`src/rtl/s5s_dpr_pkg.sv`:
```
// Shared types and constants for the DPR round-robin arbiter.
// Holds the FSM state type, the default command width and the DPR command encodings.
package s5s_dpr_pkg;

    localparam int DPR_CMD_W = 2;

    typedef enum logic [0:0] {
        IDLE = 1'b0,
        WAIT = 1'b1
    } state_e;

    localparam logic [DPR_CMD_W-1:0] DPR_CMD_NOP = 2'b00;
    localparam logic [DPR_CMD_W-1:0] DPR_CMD_RD  = 2'b01;
    localparam logic [DPR_CMD_W-1:0] DPR_CMD_WR  = 2'b10;
    localparam logic [DPR_CMD_W-1:0] DPR_CMD_RMW = 2'b11;

    // Owner index width; a 1-bit index is kept even for degenerate sizes.
    function automatic int own_w(input int nreq);
        return (nreq > 1) ? $clog2(nreq) : 1;
    endfunction

endpackage

```
`src/rtl/s5s_dpr_arb_if.sv`:
```
// Bundle of upstream requester and downstream DPR target signals around the arbiter.
// The slave modport is the arbiter's view; master is the requester/target side.
interface s5s_dpr_arb_if
    import s5s_dpr_pkg::*;
#(
    parameter int NREQ  = 4,
    parameter int CMD_W = DPR_CMD_W
);
    localparam int OWN_W = own_w(NREQ);

    logic [NREQ-1:0]       s_req;
    logic [NREQ*CMD_W-1:0] s_cmd;
    logic [NREQ-1:0]       s_rdy;
    logic [NREQ-1:0]       s_err;
    logic                  m_req;
    logic [CMD_W-1:0]      m_cmd;
    logic                  m_rdy;
    logic                  busy;
    logic [OWN_W-1:0]      owner;
    logic                  timeout_seen;

    modport master (
        output s_req, s_cmd, m_rdy,
        input  s_rdy, s_err, m_req, m_cmd, busy, owner, timeout_seen
    );

    modport slave (
        input  s_req, s_cmd, m_rdy,
        output s_rdy, s_err, m_req, m_cmd, busy, owner, timeout_seen
    );

endinterface

```
`src/rtl/s5s_dpr_rr_pick.sv`:
```
// Combinational round-robin picker: first pending slot at or after ptr_i, wrapping.
// valid_o is low when nothing is pending; idx_o is then zero.
module s5s_dpr_rr_pick
    import s5s_dpr_pkg::*;
#(
    parameter int NREQ  = 4,
    parameter int OWN_W = own_w(NREQ)
) (
    input  logic [NREQ-1:0]  pend_i,
    input  logic [OWN_W-1:0] ptr_i,
    output logic             valid_o,
    output logic [OWN_W-1:0] idx_o
);

    function automatic logic [OWN_W-1:0] slot(input logic [OWN_W-1:0] ptr, input int k);
        int s;
        s = (int'(ptr) + k) % NREQ;
        return OWN_W'(s);
    endfunction

    // Walk offsets from the far end back to zero so the nearest pending slot wins.
    always_comb begin
        valid_o = 1'b0;
        idx_o   = '0;
        for (int k = NREQ - 1; k >= 0; k--) begin
            if (pend_i[slot(ptr_i, k)]) begin
                valid_o = 1'b1;
                idx_o   = slot(ptr_i, k);
            end
        end
    end

endmodule

```
`src/rtl/s5s_dpr_arb.sv`:
```
// Round-robin arbiter sharing one DPR target among NREQ requesters, one transaction at a time.
// Requests are latched per requester, replayed downstream, and aborted by a watchdog on silence.
module s5s_dpr_arb
    import s5s_dpr_pkg::*;
#(
    parameter int NREQ    = 4,
    parameter int CMD_W   = DPR_CMD_W,
    parameter int TIMEOUT = 256
) (
    input  logic          clk,
    input  logic          rstn,
    s5s_dpr_arb_if.slave  bus
);

    localparam int OWN_W = own_w(NREQ);
    localparam int WD_W  = (TIMEOUT > 1) ? $clog2(TIMEOUT) : 1;

    state_e                     state_q, state_d;
    logic [NREQ-1:0]            pend_q, pend_d;
    logic [NREQ-1:0][CMD_W-1:0] cmd_q, cmd_d;
    logic [OWN_W-1:0]           rr_ptr_q, rr_ptr_d;
    logic [OWN_W-1:0]           owner_q, owner_d;
    logic                       m_req_q, m_req_d;
    logic [CMD_W-1:0]           m_cmd_q, m_cmd_d;
    logic [NREQ-1:0]            s_rdy_q, s_rdy_d;
    logic [NREQ-1:0]            s_err_q, s_err_d;
    logic                       timeout_seen_q, timeout_seen_d;
    logic [WD_W-1:0]            wd_cnt_q, wd_cnt_d;

    logic                       pick_valid;
    logic [OWN_W-1:0]           pick_idx;
    logic                       rsp_ok;
    logic                       wd_fire;

    s5s_dpr_rr_pick #(
        .NREQ  (NREQ),
        .OWN_W (OWN_W)
    ) u_pick (
        .pend_i  (pend_q),
        .ptr_i   (rr_ptr_q),
        .valid_o (pick_valid),
        .idx_o   (pick_idx)
    );

    // The target may only answer from the cycle after m_req onwards.
    assign rsp_ok  = bus.m_rdy && !m_req_q;
    assign wd_fire = (TIMEOUT > 0) && (wd_cnt_q == WD_W'(TIMEOUT - 1)) && !rsp_ok;

    function automatic logic [OWN_W-1:0] next_ptr(input logic [OWN_W-1:0] cur);
        return (cur == OWN_W'(NREQ - 1)) ? '0 : cur + 1'b1;
    endfunction

    always_comb begin
        state_d        = state_q;
        pend_d         = pend_q | (bus.s_req & ~pend_q);
        cmd_d          = cmd_q;
        rr_ptr_d       = rr_ptr_q;
        owner_d        = owner_q;
        m_req_d        = 1'b0;
        m_cmd_d        = m_cmd_q;
        s_rdy_d        = '0;
        s_err_d        = '0;
        timeout_seen_d = timeout_seen_q;
        wd_cnt_d       = wd_cnt_q;

        for (int i = 0; i < NREQ; i++) begin
            if (bus.s_req[i] && !pend_q[i]) begin
                cmd_d[i] = bus.s_cmd[i*CMD_W +: CMD_W];
            end
        end

        unique case (state_q)
            IDLE: begin
                if (pick_valid) begin
                    owner_d  = pick_idx;
                    m_req_d  = 1'b1;
                    m_cmd_d  = cmd_q[pick_idx];
                    wd_cnt_d = '0;
                    state_d  = WAIT;
                end
            end
            WAIT: begin
                wd_cnt_d = wd_cnt_q + 1'b1;
                // A normal answer in the watchdog's last cycle still wins over the abort.
                if (rsp_ok || wd_fire) begin
                    s_rdy_d[owner_q] = 1'b1;
                    s_err_d[owner_q] = wd_fire;
                    timeout_seen_d   = timeout_seen_q | wd_fire;
                    pend_d[owner_q]  = 1'b0;
                    rr_ptr_d         = next_ptr(owner_q);
                    state_d          = IDLE;
                end
            end
            default: state_d = IDLE;
        endcase
    end

    always_ff @(posedge clk or negedge rstn) begin
        if (!rstn) begin
            state_q        <= IDLE;
            pend_q         <= '0;
            cmd_q          <= '0;
            rr_ptr_q       <= '0;
            owner_q        <= '0;
            m_req_q        <= 1'b0;
            m_cmd_q        <= '0;
            s_rdy_q        <= '0;
            s_err_q        <= '0;
            timeout_seen_q <= 1'b0;
            wd_cnt_q       <= '0;
        end else begin
            state_q        <= state_d;
            pend_q         <= pend_d;
            cmd_q          <= cmd_d;
            rr_ptr_q       <= rr_ptr_d;
            owner_q        <= owner_d;
            m_req_q        <= m_req_d;
            m_cmd_q        <= m_cmd_d;
            s_rdy_q        <= s_rdy_d;
            s_err_q        <= s_err_d;
            timeout_seen_q <= timeout_seen_d;
            wd_cnt_q       <= wd_cnt_d;
        end
    end

    assign bus.s_rdy        = s_rdy_q;
    assign bus.s_err        = s_err_q;
    assign bus.m_req        = m_req_q;
    assign bus.m_cmd        = m_cmd_q;
    assign bus.busy         = (state_q == WAIT);
    assign bus.owner        = owner_q;
    assign bus.timeout_seen = timeout_seen_q;

endmodule

```
`src/flat_wrapper.sv`:
```
// flat-port wrapper written by rule: the top's interface ports become plain ports
module s5s_dpr_arb_flat import s5s_dpr_pkg::*;
#(
    parameter int NREQ    = 4,
    parameter int CMD_W   = DPR_CMD_W,
    parameter int TIMEOUT = 256
)
  (clk, rstn, bus_s_req, bus_s_cmd, bus_m_rdy, bus_s_rdy, bus_s_err, bus_m_req, bus_m_cmd, bus_busy, bus_owner, bus_timeout_seen);
  s5s_dpr_arb_if #(.NREQ(NREQ), .CMD_W(CMD_W)) bus_i ();
  input  logic clk;
  input  logic rstn;
  input wire logic [$bits(bus_i.s_req)-1:0] bus_s_req;
  input wire logic [$bits(bus_i.s_cmd)-1:0] bus_s_cmd;
  input wire logic [$bits(bus_i.m_rdy)-1:0] bus_m_rdy;
  output wire logic [$bits(bus_i.s_rdy)-1:0] bus_s_rdy;
  output wire logic [$bits(bus_i.s_err)-1:0] bus_s_err;
  output wire logic [$bits(bus_i.m_req)-1:0] bus_m_req;
  output wire logic [$bits(bus_i.m_cmd)-1:0] bus_m_cmd;
  output wire logic [$bits(bus_i.busy)-1:0] bus_busy;
  output wire logic [$bits(bus_i.owner)-1:0] bus_owner;
  output wire logic [$bits(bus_i.timeout_seen)-1:0] bus_timeout_seen;
  assign bus_i.s_req = bus_s_req;
  assign bus_i.s_cmd = bus_s_cmd;
  assign bus_i.m_rdy = bus_m_rdy;
  assign bus_s_rdy = bus_i.s_rdy;
  assign bus_s_err = bus_i.s_err;
  assign bus_m_req = bus_i.m_req;
  assign bus_m_cmd = bus_i.m_cmd;
  assign bus_busy = bus_i.busy;
  assign bus_owner = bus_i.owner;
  assign bus_timeout_seen = bus_i.timeout_seen;
  s5s_dpr_arb #(.NREQ(NREQ), .CMD_W(CMD_W), .TIMEOUT(TIMEOUT)) u_core (.clk(clk), .rstn(rstn), .bus(bus_i));
endmodule
```
`config.mk`:
```
export PLATFORM = sky130hd
export DESIGN_NAME = s5s_dpr_arb_flat
export DESIGN_NICKNAME = d
export VERILOG_FILES = /design/src/rtl/s5s_dpr_pkg.sv /design/src/rtl/s5s_dpr_arb_if.sv /design/src/rtl/s5s_dpr_rr_pick.sv /design/src/rtl/s5s_dpr_arb.sv /design/src/flat_wrapper.sv
export SDC_FILE = /design/constraint.sdc
export NUM_CORES = 1
export LEC_CHECK = 0
export ABC_CLOCK_PERIOD_IN_PS = 2150
export CAP_MARGIN = 15
export CELL_PAD_IN_SITES_DETAIL_PLACEMENT = 0
export CELL_PAD_IN_SITES_GLOBAL_PLACEMENT = 2
export CORE_ASPECT_RATIO = 1.4
export CORE_MARGIN = 2
export CORE_UTILIZATION = 34
export CTS_CLUSTER_DIAMETER = 150
export CTS_CLUSTER_SIZE = 20
export DETAILED_ROUTE_END_ITERATION = 7
export PLACE_DENSITY_LB_ADDON = 0.1
export SLEW_MARGIN = 40
export SYNTH_ARGS = -nofsm -noshare
export SYNTH_HDL_FRONTEND = slang
export SYNTH_HIERARCHICAL = 1
export SYNTH_SLANG_ARGS = --single-unit
```
`constraint.sdc`:
```
create_clock -name clk -period 2.15 [get_ports clk]
set_clock_uncertainty 0.15 [all_clocks]
set_input_delay 0.43 -clock clk [delete_from_list [all_inputs] [get_ports clk]]
set_output_delay 0.43 -clock clk [all_outputs]
set_load 0.1 [all_outputs]
```
**After elaboration in Yosys (flattened, before gate mapping)**

Index checks and enable logic that the tools add are counted.

- Register bits: 37
- Logic and storage cells: 86
- Output and inout port bits: 15
- Input bits: 15

- Magnitude comparators: 7
- Mux-type cells: 33
- Reduce and logical (&&, ||, !) cells: 16
- Bitwise operators: 8
- Equality and inequality tests: 3
- $add $sub $neg: 5

Operators by type and width:

| kind | count |
|---|---|
| 2-to-1 mux 4 bit | 6 |
| < comparator 2 x 3 -> 1 bit, second input constant | 6 |
| one-hot mux 8 bit (2 select lines) | 1 |
| AND 4 bit | 3 |
| 2-to-1 mux 1 bit | 12 |
| 2-to-1 mux 2 bit | 6 |
| adder 8 x 1 -> 8 bit, second input constant | 1 |
| binary-select mux 1 bit (select 2 bit) | 4 |
| equality test 8 bit, second input constant | 1 |
| 2-to-1 mux 8 bit | 1 |
| inverter 4 bit | 2 |
| logical AND 1 bit | 7 |
| zero test 1 bit | 6 |
| adder 2 x 1 -> 2 bit, second input constant | 2 |
| adder 2 bit, second input constant | 2 |
| binary-select mux 2 bit (select 2 bit) | 1 |
| OR 4 bit | 1 |
| AND reduction 2 bit | 2 |
| demux 1 bit (select 2 bit) | 1 |
| equality test 2 bit, second input constant | 1 |
| greater-or-equal comparator 2 x 1 -> 1 bit, second input constant | 1 |
| != test 2 x 1 -> 1 bit, second input constant | 1 |
| one-hot mux 1 bit (2 select lines) | 1 |
| logical OR 1 bit | 1 |
| other kinds (2) | 2 |

**Logic depth before layout (Yosys ltp)**

- Depth after elaboration: 9
- Depth in mapped cells: 6
- Gate-level depth less buffers: 5

**Modules after synthesis**

Netlist, hierarchy kept.

Modules (own cells, without submodules):

| module | sequential area each (um^2) | area an instance (um^2) | cells each | instances |
|---|---|---|---|---|
| s5s_dpr_arb | 925.9 | 1,577.8 | 120 | 1 |
| s5s_dpr_rr_pick | 0.0 | 77.6 | 13 | 1 |

**Least setup slack after synthesis**

Ideal clock, no wire load.

- Path kind: register to register
- From: reg u_core.state_q, in the netlist u_core/bus.busy
- To: reg u_core.rr_ptr_q[1]
- Stages on the path, launching flop included: 5
- Required time: 1.875 ns
- Path slack: 0.024 ns
- Library setup time: 0.125 ns
- Clock period less this slack: 2.126 ns
- Arrival: 1.851 ns
- Path buffers: 1
- Path through: dfrtp_1 > nand4_4 > a2bb2o_4 > buf_6 > mux2_4

- Word-level cells in the longest chain between the ends: 1

Ends and longest elaborated chain:

| element | line | text |
|---|---|---|
| start: declaration | s5s_dpr_arb.sv:18 | `state_e state_q, state_d;` |
| start signal: assignment | s5s_dpr_arb.sv:112 | `state_q <= state_d;` |
| AND reduction 2 bit (no source line) | n/a |  |
| end signal: assignment | s5s_dpr_arb.sv:115 | `rr_ptr_q <= rr_ptr_d;` |
| end: declaration | s5s_dpr_arb.sv:21 | `logic [OWN_W-1:0] rr_ptr_q, rr_ptr_d;` |

No other way between the ends.
A chain may end at the register's enable or synchronous reset.

**Worst setup path in the final report**

- From: reg u_core.rr_ptr_q[1]
- To: reg u_core.m_cmd_q[0], in the netlist u_core/bus.m_cmd[0]

- Word-level cells in the longest chain between the ends: 9
- Elaborated cells between the ends (all ways): 22
- Classes of those cells: add/sub: 3; mux: 18; reduce/logical: 1

Ends and longest elaborated chain:

| element | line | text |
|---|---|---|
| adder 2 bit | s5s_dpr_rr_pick.sv:17 | `s = (int'(ptr) + k) % NREQ;` |
| binary-select mux 1 bit (select 2 bit) | s5s_dpr_rr_pick.sv:26 | `if (pend_i[slot(ptr_i, k)]) begin` |
| 2-to-1 mux 1 bit (not written as such) | s5s_dpr_rr_pick.sv:26 |  |
| 2-to-1 mux 2 bit (3 in series) | s5s_dpr_rr_pick.sv:26 |  |
| 2-to-1 mux 2 bit * | s5s_dpr_rr_pick.sv:26 |  |
| net u_core.pick_idx[0] | s5s_dpr_arb.sv:31 | `logic [OWN_W-1:0] pick_idx;` |
| binary-select mux 2 bit (select 2 bit) * | s5s_dpr_arb.sv:77 | `m_cmd_d = cmd_q[pick_idx];` |
| 2-to-1 mux 2 bit (not written as such) * | s5s_dpr_arb.sv:77 |  |
| end signal: assignment | s5s_dpr_arb.sv:118 | `m_cmd_q <= m_cmd_d;` |
| end: declaration | s5s_dpr_arb.sv:24 | `logic [CMD_W-1:0] m_cmd_q, m_cmd_d;` |

Mark *: on every way through the listed nets, which the timed path passes. The rest lies on a longest branch. The select of a mux whose other input is x is not followed.

==> impl_results.md <==
- Design area: 0.00213 mm^2
- Slew Viols, Final: 0
- Hold_sp: u_core/bus.timeout_seen$_DFFE_PN0P_
- Max stage delay on crit path: 0.49 ns
- Final core occ: 44.8%
- Largest net degree at the start of global routing: 38
- RSZ-0062 raised after global routing: false
- Pre-CTS WS: 0.0890 ns
- CP required: 2.17 ns
- Share of the synthesized area in the top cell type: 55.9%
- Endpoints failing setup: 0
- Starting DRT DRC Count: 25
- FF-to-FF setup slack: 0.19 ns
- GRT Util Overall: 13.4%
- Clock transition at path regs: approximately 0.070 ns
- Ant. Diodes: 0
- Worst reg2reg endpoint: u_core/bus.m_cmd[0]$_DFFE_PN0P_
- Vias post-DR: 1096
- Synth top area cells: dfrtp_1 56%, mux2_2 8.8%, ha_1 3.8%
- Synthesized cell area: 0.00166 mm^2
- First-pass GRT wire length: 5.46 mm
- Worst-path fanout max: 6
- Clk_lat worst skew: 0.29 ns
- DR pass1 iterations: 4
- Hold path depth: 1
- Syn nets: 153
- CTS tree: yes
- CTS root buffer: clkbuf_8
- DIE AREA: around 0.0055 mm^2
- Yosys top cell by area: dfrtp_1
- Met2 GRT Util: 23.2%
- PnR worst setup slack: 0.185 ns
- Leak Pwr: 0.958 nW
- Minimum clock period: 1.96 ns
- Gate Count Post-Synth: 133
- CTS sink cnt: 37
- Reg2Reg Depth: 6
- Placed insts: 226
- Die W: 63.0 um
- Cts bufs inserted: 5
- Starting Density: 34.7%
- Share of post-route cells with drive strength above 1: 27.5%
- Area of placed instances: 0.00202 mm^2
- Global route hottest layer: met2
- Final Hold Slack: 0.319 ns
- Maximum vdd drop: 0.574 mV
- Final setup TNS: 0 ns
- Met3 usage: 4.03%
- Grt total ovfl: 0
- CP endpoint kind: flip-flop
- Drt wl/cell: 14.1 um
- Remaining DRCs: 0
- Number of fill cells: about 490
- Crit-path slowest cell: mux4_2
- Reg-to-reg startpoint: u_core/rr_ptr_q[1]$_DFFE_PN0P_
- Synthesized area per cell: 12.4 um^2
- Fin cells: between 200 and 250
- Library cells used by synthesis: 31
- Initial antenna violation count: 0
- Area added between synthesis and finish: 28.9%
- GP Congestion: around 0.75
- Final Net Count: 190
- HPWL after detailed placement: approximately 2.5 mm
- Worst min path class: flip-flop to flip-flop
- Vias in the first global route: between 1000 and 1500
- Resized cells post-CTS: 0
- Post-synthesis sequential area ratio: between 50% and 60%
- Clock buffer depth: 2
- Hold Path End: u_core/bus.timeout_seen$_DFFE_PN0P_
- IO Pins: 30
- IO Port Bufs: 29
- H-tree levels: 2
- Die Ht: 86.6 um
- Routed Antenna Nets: 0
- Synthesized flop and latch total: 37
- Run status: complete, no violations
- Data arrival, critical path: around 2 ns
- Total chip power: 2.86 mW
- Yosys warnings: 6
- MaxCap Viol Count: 0
- Relative slew margins: 67.9%
- Met1 GRT Util: 15.3%
- Row count: 30
- Power Dens Cells: 1340 mW/mm^2
- DR vias/cell: around 4.7
- Worst path cell trace: nand2b_1, a21oi_1, a211oi_2, buf_4, mux4_2, mux2_2
- Core Area: 0.00477 mm^2
- Routed WL: 3.32 mm
- Tightest Pin Transition: 0.481 ns
- Final Cycle Share: roughly nine tenths
- WS Path Type: flip-flop to flip-flop
- CP startpoint kind: flip-flop
- Max Clk Rate: 0.509 GHz
- Hold Vio Cnt, Final: 0
metal layers:
metal | share of wire [%] | vias up
li1 | - | 537
met1 | 39 | 529
met2 | 55 | 24
met3 | 4.1 | 6
met4 | 1.8 | 0
met5 | 0 | -
critical path: cells and delay by family, from the launching register on:
| family | cells | cell delay, ns |
|---|---|---|
| multiplexers | 2 | 0.77 |
| flip-flops | 1 | 0.44 |
| AO/OA/AOI/OAI | 2 | 0.21 |
| buffers and inverters | 1 | 0.16 |
| AND/OR/NAND/NOR | 1 | 0.13 |
state kept, by name (all words and copies together), names as in the netlist:
name and cells:
u_core/bus.busy 1, u_core/bus.m_cmd 2, u_core/bus.m_req 1, u_core/bus.owner 2, u_core/bus.s_err 4, u_core/bus.s_rdy 4
u_core/bus.timeout_seen 1, u_core/cmd_q 8, u_core/pend_q 4, u_core/rr_ptr_q 2, u_core/wd_cnt_q 8
power breakdown:
part	switching, mW	total [mW]	internal [mW]
logic	0.698	1.22	0.519
registers	0.211	1.11	0.903
clock network	0.240	0.530	0.290
total	1.15	2.86	1.71
cells in the mapped netlist, drive strengths merged:
library cell	instances
a211oi	2
a21oi	9
a2bb2o	1
and2	8
and3	1
buf	3
dfrtp	37
ha	5
inv	4
mux2	14
mux2i	4
mux4	2
nand2	7
nand2b	5
nand3	3
nand4	3
nor2	11
nor2b	5
nor3	1
nor3b	1
o211ai	1
o21ai	2
o311ai	1
o31ai	1
o41ai	1
or2	1
layout by cell type, fill, tap and decap left out, drive strengths merged:
cell type      Yosys  layout
a2bb2o             1       1
clkbuf             0       7
inv                4       4
a21oi              9       9
buf                3      19
o41ai              1       1
nand4              3       3
a211oi             2       2
mux2              14      14
and3               1       1
nor2b              5       5
o31ai              1       1
o21ai              2       2
mux4               2       2
nand2b             5       5
ha                 5       5
o311ai             1       1
clkinv             0       1
o211ai             1       1
nor3b              1       1
nand3              3       3
mux2i              4       4
nor2              11      11
or2                1       1
dfrtp             37      37
nor3               1       1
nand2              7       7
and2               8       8
clkdlybuf4s50      0      14
layout make-up:
cell class	count	area [um^2]	share of cell area, %
Tap cell	64	80.1	3.75
Clock inverter	1	5.00	0.235
Sequential cell	37	926	43.4
Timing Repair Buffer	33	320	15.0
Clock buffer	7	96.3	4.52
Multi-Input combinational cell	89	691	32.4
Inverter	4	15.0	0.704
timing repair:
item | 4_1_cts | 5_1_grt
setup endpoints to repair | 0 | 1
buffers inserted | 0 | 1
hold buffers | 0 | 0
hold endpoints to repair | 0 | 0
cells by family (layout without fill, tap and decap cells):
logic type / Yosys count / count (layout) / synth area share, %
AOI/OAI and AO/OA: 18 / 18 / 7.71
buffers and inverters: 7 / 45 / 2.34
adders and majority gates: 5 / 5 / 3.78
DFF: 37 / 37 / 55.9
and+or+nand+nor: 46 / 46 / 15.3
muxes: 20 / 20 / 14.9
worst max-delay path by stage:
stage | from | endpoint
after floorplan | u_core/bus.busy$_DFF_PN0_ | u_core/rr_ptr_q[1]$_DFFE_PN0P_
after global placement | u_core/rr_ptr_q[1]$_DFFE_PN0P_ | u_core/bus.m_cmd[0]$_DFFE_PN0P_
after detailed placement | u_core/rr_ptr_q[1]$_DFFE_PN0P_ | u_core/bus.m_cmd[0]$_DFFE_PN0P_
after CTS | u_core/rr_ptr_q[1]$_DFFE_PN0P_ | u_core/bus.m_cmd[0]$_DFFE_PN0P_
after global routing | u_core/rr_ptr_q[1]$_DFFE_PN0P_ | u_core/bus.m_cmd[0]$_DFFE_PN0P_
final | u_core/rr_ptr_q[1]$_DFFE_PN0P_ | u_core/bus.m_cmd[0]$_DFFE_PN0P_
No activity file was read; power rests on OpenSTA's default activity.
